$ cat config.mk
export PLATFORM = sky130hd
export DESIGN_NAME = mul4_shift_add_flat
export DESIGN_NICKNAME = d
export VERILOG_FILES = /design/src/rtl/mul4_shift_add_pkg.sv /design/src/rtl/mul4_shift_add_if.sv /design/src/rtl/mul4_shift_add_add_stage.sv /design/src/rtl/mul4_shift_add.sv /design/src/flat_wrapper.sv
export SDC_FILE = /design/constraint.sdc
export NUM_CORES = 1
export LEC_CHECK = 0
export ABC_AREA = 0
export CAP_MARGIN = 15
export CORE_MARGIN = 4
export CORE_UTILIZATION = 52
export CTS_BUF_LIST = sky130_fd_sc_hd__clkbuf_4 sky130_fd_sc_hd__clkbuf_8 sky130_fd_sc_hd__clkbuf_16
export CTS_CLUSTER_DIAMETER = 200
export DETAILED_ROUTE_END_ITERATION = 8
export PLACE_DENSITY = 0.82
export SETUP_SLACK_MARGIN = 0.2
export SLEW_MARGIN = 5
export SYNTH_ARGS = -nofsm -noshare
export SYNTH_HDL_FRONTEND = slang
export SYNTH_SLANG_ARGS = --single-unit
$ cat constraint.sdc
create_clock -name clk -period 3.15 [get_ports clk]
set_input_delay 0.315 -clock clk [delete_from_list [all_inputs] [get_ports clk]]
set_output_delay 0.315 -clock clk [all_outputs]
set_load 0.1 [all_outputs]
$ cat src/rtl/mul4_shift_add_pkg.sv
// Shared definitions for the shift-and-add multiplier.
//   DEF_WIDTH : default operand width
//   state_t   : control FSM states (IDLE, CALC, DONE)
//   clog2     : ceiling log2, used to size the step counter
package mul_pkg;

    localparam int unsigned DEF_WIDTH = 4;

    typedef enum logic [1:0] {
        ST_IDLE = 2'd0,
        ST_CALC = 2'd1,
        ST_DONE = 2'd2
    } state_t;

    function automatic int unsigned clog2(input int unsigned v);
        int unsigned r;
        r = 0;
        for (int unsigned i = 0; i < 32; i++) begin
            if ((longint'(1) << i) < longint'(v)) begin
                r = i + 1;
            end
        end
        return r;
    endfunction

endpackage

$ cat src/rtl/mul4_shift_add_if.sv
// Operand/result bundle between the issue logic and the multiplier.
//   start : request, sampled when the multiplier is not busy
//   a, b  : multiplicand / multiplier (WIDTH bits)
//   busy  : iteration in progress
//   done  : one-cycle pulse when p is updated
//   p     : 2*WIDTH-bit product, held until the next completion
// master = operand issuer, slave = multiplier.
interface mul4_shift_add_if
    import mul_pkg::*;
#(
    parameter int unsigned WIDTH = DEF_WIDTH
);

    logic                   start;
    logic [WIDTH-1:0]       a;
    logic [WIDTH-1:0]       b;
    logic                   busy;
    logic                   done;
    logic [2*WIDTH-1:0]     p;

    modport master (
        output start, a, b,
        input  busy, done, p
    );

    modport slave (
        input  start, a, b,
        output busy, done, p
    );

endinterface

$ cat src/rtl/mul4_shift_add_add_stage.sv
// Combinational WIDTH-bit ripple-carry adder built from full-adder cells.
//   a, b : addends
//   ci   : carry in
//   s    : sum
//   co   : carry out
module mul_add_stage #(
    parameter int unsigned WIDTH = 4
) (
    input  logic [WIDTH-1:0] a,
    input  logic [WIDTH-1:0] b,
    input  logic             ci,
    output logic [WIDTH-1:0] s,
    output logic             co
);

    logic [WIDTH:0] c;

    assign c[0] = ci;

    for (genvar i = 0; i < WIDTH; i++) begin : g_fa
        assign s[i]   = a[i] ^ b[i] ^ c[i];
        assign c[i+1] = (a[i] & b[i]) | (c[i] & (a[i] ^ b[i]));
    end

    assign co = c[WIDTH];

endmodule

$ cat src/rtl/mul4_shift_add.sv
// Sequential shift-and-add unsigned multiplier.
//   clk   : system clock, rising edge
//   rst_n : asynchronous active-low reset (aborts any operation)
//   bus   : slave side of mul4_shift_add_if (start, a, b, busy, done, p)
// One add/shift step per cycle for WIDTH cycles; done pulses for one
// cycle with p updated on the same edge. start is accepted in IDLE and
// DONE, ignored while in CALC.
module mul4_shift_add
    import mul_pkg::*;
#(
    parameter int unsigned WIDTH = DEF_WIDTH
) (
    input  logic             clk,
    input  logic             rst_n,
    mul4_shift_add_if.slave  bus
);

    localparam int unsigned CW = clog2(WIDTH + 1);

    state_t               state, state_nxt;
    logic [WIDTH-1:0]     mcand, mcand_nxt;
    logic [2*WIDTH-1:0]   acc, acc_nxt;
    logic [CW-1:0]        count, count_nxt;
    logic                 busy_q, busy_nxt;
    logic                 done_q, done_nxt;
    logic [2*WIDTH-1:0]   p_q, p_nxt;

    logic [WIDTH-1:0]     addend;
    logic [WIDTH-1:0]     sum;
    logic                 carry;
    logic [2*WIDTH-1:0]   acc_step;

    // Upper half of acc plus the multiplicand when the current multiplier
    // bit (acc[0]) is set.
    assign addend = acc[0] ? mcand : '0;

    mul_add_stage #(
        .WIDTH (WIDTH)
    ) u_add (
        .a  (acc[2*WIDTH-1:WIDTH]),
        .b  (addend),
        .ci (1'b0),
        .s  (sum),
        .co (carry)
    );

    // Carry re-enters at the MSB so the full 2*WIDTH product is kept.
    assign acc_step = {carry, sum, acc[WIDTH-1:1]};

    always_ff @(posedge clk or negedge rst_n) begin
        if (!rst_n) begin
            state  <= ST_IDLE;
            mcand  <= '0;
            acc    <= '0;
            count  <= '0;
            busy_q <= 1'b0;
            done_q <= 1'b0;
            p_q    <= '0;
        end else begin
            state  <= state_nxt;
            mcand  <= mcand_nxt;
            acc    <= acc_nxt;
            count  <= count_nxt;
            busy_q <= busy_nxt;
            done_q <= done_nxt;
            p_q    <= p_nxt;
        end
    end

    always_comb begin
        state_nxt = state;
        mcand_nxt = mcand;
        acc_nxt   = acc;
        count_nxt = count;
        busy_nxt  = busy_q;
        done_nxt  = 1'b0;
        p_nxt     = p_q;

        unique case (state)
            ST_IDLE, ST_DONE: begin
                state_nxt = ST_IDLE;
                if (bus.start) begin
                    mcand_nxt = bus.a;
                    acc_nxt   = {{WIDTH{1'b0}}, bus.b};
                    count_nxt = '0;
                    busy_nxt  = 1'b1;
                    state_nxt = ST_CALC;
                end
            end
            ST_CALC: begin
                acc_nxt   = acc_step;
                count_nxt = count + CW'(1);
                if (count == CW'(WIDTH - 1)) begin
                    p_nxt     = acc_step;
                    busy_nxt  = 1'b0;
                    done_nxt  = 1'b1;
                    state_nxt = ST_DONE;
                end
            end
            default: begin
                state_nxt = ST_IDLE;
                busy_nxt  = 1'b0;
            end
        endcase
    end

    assign bus.busy = busy_q;
    assign bus.done = done_q;
    assign bus.p    = p_q;

endmodule

$ cat src/flat_wrapper.sv
// flat-port wrapper written by rule: the top's interface ports become plain ports
module mul4_shift_add_flat import mul_pkg::*;
#(
    parameter int unsigned WIDTH = DEF_WIDTH
)
  (clk, rst_n, bus_start, bus_a, bus_b, bus_busy, bus_done, bus_p);
  mul4_shift_add_if #(.WIDTH(WIDTH)) bus_i ();
  input  logic clk;
  input  logic rst_n;
  input wire logic [$bits(bus_i.start)-1:0] bus_start;
  input wire logic [$bits(bus_i.a)-1:0] bus_a;
  input wire logic [$bits(bus_i.b)-1:0] bus_b;
  output wire logic [$bits(bus_i.busy)-1:0] bus_busy;
  output wire logic [$bits(bus_i.done)-1:0] bus_done;
  output wire logic [$bits(bus_i.p)-1:0] bus_p;
  assign bus_i.start = bus_start;
  assign bus_i.a = bus_a;
  assign bus_i.b = bus_b;
  assign bus_busy = bus_i.busy;
  assign bus_done = bus_i.done;
  assign bus_p = bus_i.p;
  mul4_shift_add #(.WIDTH(WIDTH)) u_core (.clk(clk), .rst_n(rst_n), .bus(bus_i));
endmodule
==> summary.md <==
| Metric | Value |
|---|---|
| Max Fclk | `roughly 0.41 GHz` |
| Cell area after layout | `approximately 1600 um^2` |
| Num rows | `18` |
| Reg area | `676 um^2` |
| Pin count of the biggest net entering global routing | `28` |
| Root Buffer | `clkbuf_4` |
| Status | `complete, no violations` |
| Port-buffer cells | `20` |
| H-tree lvl count | `1` |
| # fillers | `around 200` |
| Die Width | `59.1 um` |
| Slowest CP cell | `fa_1` |
| Synth Area in Compound Gates | `5.90%` |
| DP Area | `1560 um^2` |
| Die Ht | `59.1 um` |
| Syn_nets | `123` |
| Starting Density | `54.8%` |
| R2r setup slk | `roughly 0.7 ns` |
| Hold Violations, Final | `0` |
| Final Max Tran Viols | `0` |
| TNS Setup | `0 ns` |
| Detailed Route Iter0 Violations | `27` |
| Xor and xnor area share after synthesis | `less than 1%` |
| Maximum Capacitance Violations | `0` |
| Min Tclk post-route | `between 2 and 2.5 ns` |
| Crit share post-route | `78.3%` |
| Total routed wirelength | `between 2 and 2.5 mm` |
| Syn Inst Count | `106` |
| First-pass GRT wire length | `4.37 mm` |
| Post-synthesis simple-gate area fraction | `roughly a tenth` |
| Worst endpoint required time | `3.37 ns` |
| DP Wirelength | `1.77 mm` |
| Setup bufs post-CTS | `0` |
| GP Congestion | `0.815` |
| CP startpoint kind | `register` |
| Main combinational cell family by area after synthesis | `multiplexers` |
| Mux contribution to synthesized area | `20.4%` |
| Antenna Nets Post-Route | `0` |
| Hold-fix buffers at CTS | `0` |
| Vias in the first global route | `967` |
| Worst path arrival time | `2.69 ns` |
| Clock Path Buffers | `2` |
| #FFs+latches synth | `27` |
| Multi-input logic area | `602 um^2` |
| Total gr overflow | `0` |
| Cell Count Post-Placement | `152` |
| Antenna diodes | `0` |
| CTS tree | `done` |
| CP max FO | `6` |
| Most common cell after layout, fill and taps aside | `dfrtp_1` |
| Non-Filler Instances | `156` |
| Hold Worst Slack | `0.328 ns` |
| All-Layer GR Usage | `16.6%` |
| DR WL/cell | `roughly 15 um` |
| Reg2reg start | `u_core.acc[0]$_DFFE_PN0P_` |
| Largest stage delay, worst path | `0.51 ns` |
| CP top delay family | `adder cells` |
| Path depth of the worst reg2reg path | `8` |
| Area of the die | `3490 um^2` |
| Post-CTS Resized | `0` |
| Nets@finish | `144` |
| Via/cell ratio | `approximately 5.4` |
| Ys Warns | `0` |
| DRC Markers | `0` |
| Crit end category | `register` |
| Worst-margin pin slew | `0.968 ns` |
| Final clock skew | `0.0132 ns` |
| P&R area growth vs syn | `17.4%` |
| Hold crit path type | `input pin to asynchronous set/reset pin` |
| Initial antenna violation count | `0` |
| Critical R2R Capture | `u_core.acc[6]$_DFFE_PN0P_` |
| Clk_lat worst skew | `~0.33 ns` |
| Crit path buffers/inverters | `1` |
| Share of cells above drive strength 1 | `13.5%` |
| IO Count | `21` |
| Unrepaired setup endpoints after global routing | `no` |
| Setup Crit Path Kind | `register to register` |
| Most common cell on crit path | `fa_1` |
| TritonRoute pass-1 iters | `3` |
| Library cells used by synthesis | `24` |
| Worst-path cell chain | `and2_1, ha_1, inv_1, fa_1, fa_1, fa_1, nand2b_1, a32o_1` |
| Sequential fraction of the synthesis area | `49.8%` |
| Mapped Area | `around 1400 um^2` |
| Slew margin rel. | `between 30% and 40%` |
| Clk slew on worst S/H paths | `0.15 ns` |
| Avg Inst Size Synth | `12.8 um^2` |
| Most frequent cells in the layout | `27 x dfrtp_1, 20 x clkdlybuf4s50_1, 16 x mux2i_1, 11 x inv_1, 7 x nand2b_1` |
| Sink Count | `27` |
| Core ar. | `2480 um^2` |
| Vias after detailed routing | `842` |
| Final setup violation count | `0` |
| Num CTS Buffers | `3` |
| Adder-Cell Fraction of Synth Area | `7.19%` |
==> synth_stat cells <==
cell type	count	area, um^2
xnor2_1	1	8.76
or2b_1	3	22.5
dfrtp_1	27	676
mux2_4	4	60.1
mux2_2	5	56.3
a22o_1	1	8.76
nand2b_1	7	43.8
buf_6	1	11.3
and2_1	1	6.26
nor3b_1	3	22.5
a31o_2	2	17.5
nand3b_1	1	7.51
nor2b_4	1	13.8
inv_1	11	41.3
mux2i_1	16	160
ha_1	3	37.5
nor2_1	3	11.3
nand2_1	3	11.3
fa_1	3	60.1
a32o_1	3	30.0
o2bb2ai_1	1	8.76
buf_4	3	22.5
a21o_1	2	15.0
buf_2	1	5.00
==> registers in the layout (all words and copies together) (netlist names) <==
signal,flops
u_core.acc,8
u_core.bus.p,8
u_core.mcand,4
u_core.count,3
u_core.state,2
u_core.bus.busy,1
u_core.bus.done,1
==> layout make-up <==
class	instances	share of cell area, %
inverters	11	2.59
clock buffers	3	1.41
well taps	30	2.35
repair buffers	21	13.0
multi-input cells	63	37.8
clock inverters	1	0.471
flip-flops and latches	27	42.4
==> per-stage QoR <==
step | setup WS [ns] | util (%)
3_5_place_dp | 0.698 | 63.1
4_1_cts | 0.673 | 64.3
5_1_grt | 0.567 | 64.3
2_1_floorplan | 0.818 | -
6_report | 0.683 | 64.3
3_3_place_gp | 0.784 | 63.1
==> logic make-up after synthesis <==
logic type | Yosys count
xor+xnor | 1
compound gates | 9
fa+ha+maj | 6
buf+inv | 16
flops | 27
simple gates | 22
mux | 25
==> worst register-to-register path, delay by kind of cell, from the launching register on <==
family / cells / cell delay (ns)
adder cells (fa/ha/maj): 4 / 1.41
AO/OA/AOI/OAI: 1 / 0.25
AND/OR/NAND/NOR: 2 / 0.21
buffers and inverters: 1 / 0.04
flip-flops: 1 / 0.44
==> worst max path at each step <==
stage	start	end	slack [ns]	cells after the start
after CTS	u_core.acc[0]$_DFFE_PN0P_	u_core.acc[6]$_DFFE_PN0P_	0.67	8
after global routing	u_core.acc[0]$_DFFE_PN0P_	u_core.acc[6]$_DFFE_PN0P_	0.57	8
after floorplan	u_core.acc[0]$_DFFE_PN0P_	u_core.acc[6]$_DFFE_PN0P_	0.82	8
final	u_core.acc[0]$_DFFE_PN0P_	u_core.acc[6]$_DFFE_PN0P_	0.68	8
after detailed placement	u_core.acc[0]$_DFFE_PN0P_	u_core.acc[6]$_DFFE_PN0P_	0.70	8
after global placement	u_core.acc[0]$_DFFE_PN0P_	u_core.acc[6]$_DFFE_PN0P_	0.78	8
==> routing by layer <==
metal | part of all wire, % | GRT usage, % | vias up
met1 | 41 | 21.2 | 432
li1 | - | - | 397
met5 | 0 | 0 | -
met2 | 55 | 27.8 | 9
met4 | 1.5 | 7.77 | 0
met3 | 2.7 | 2.40 | 4
Power is left out: the tool's default activity adds up to more than one toggle a clock period on the data nets, which glitch-free logic cannot reach.
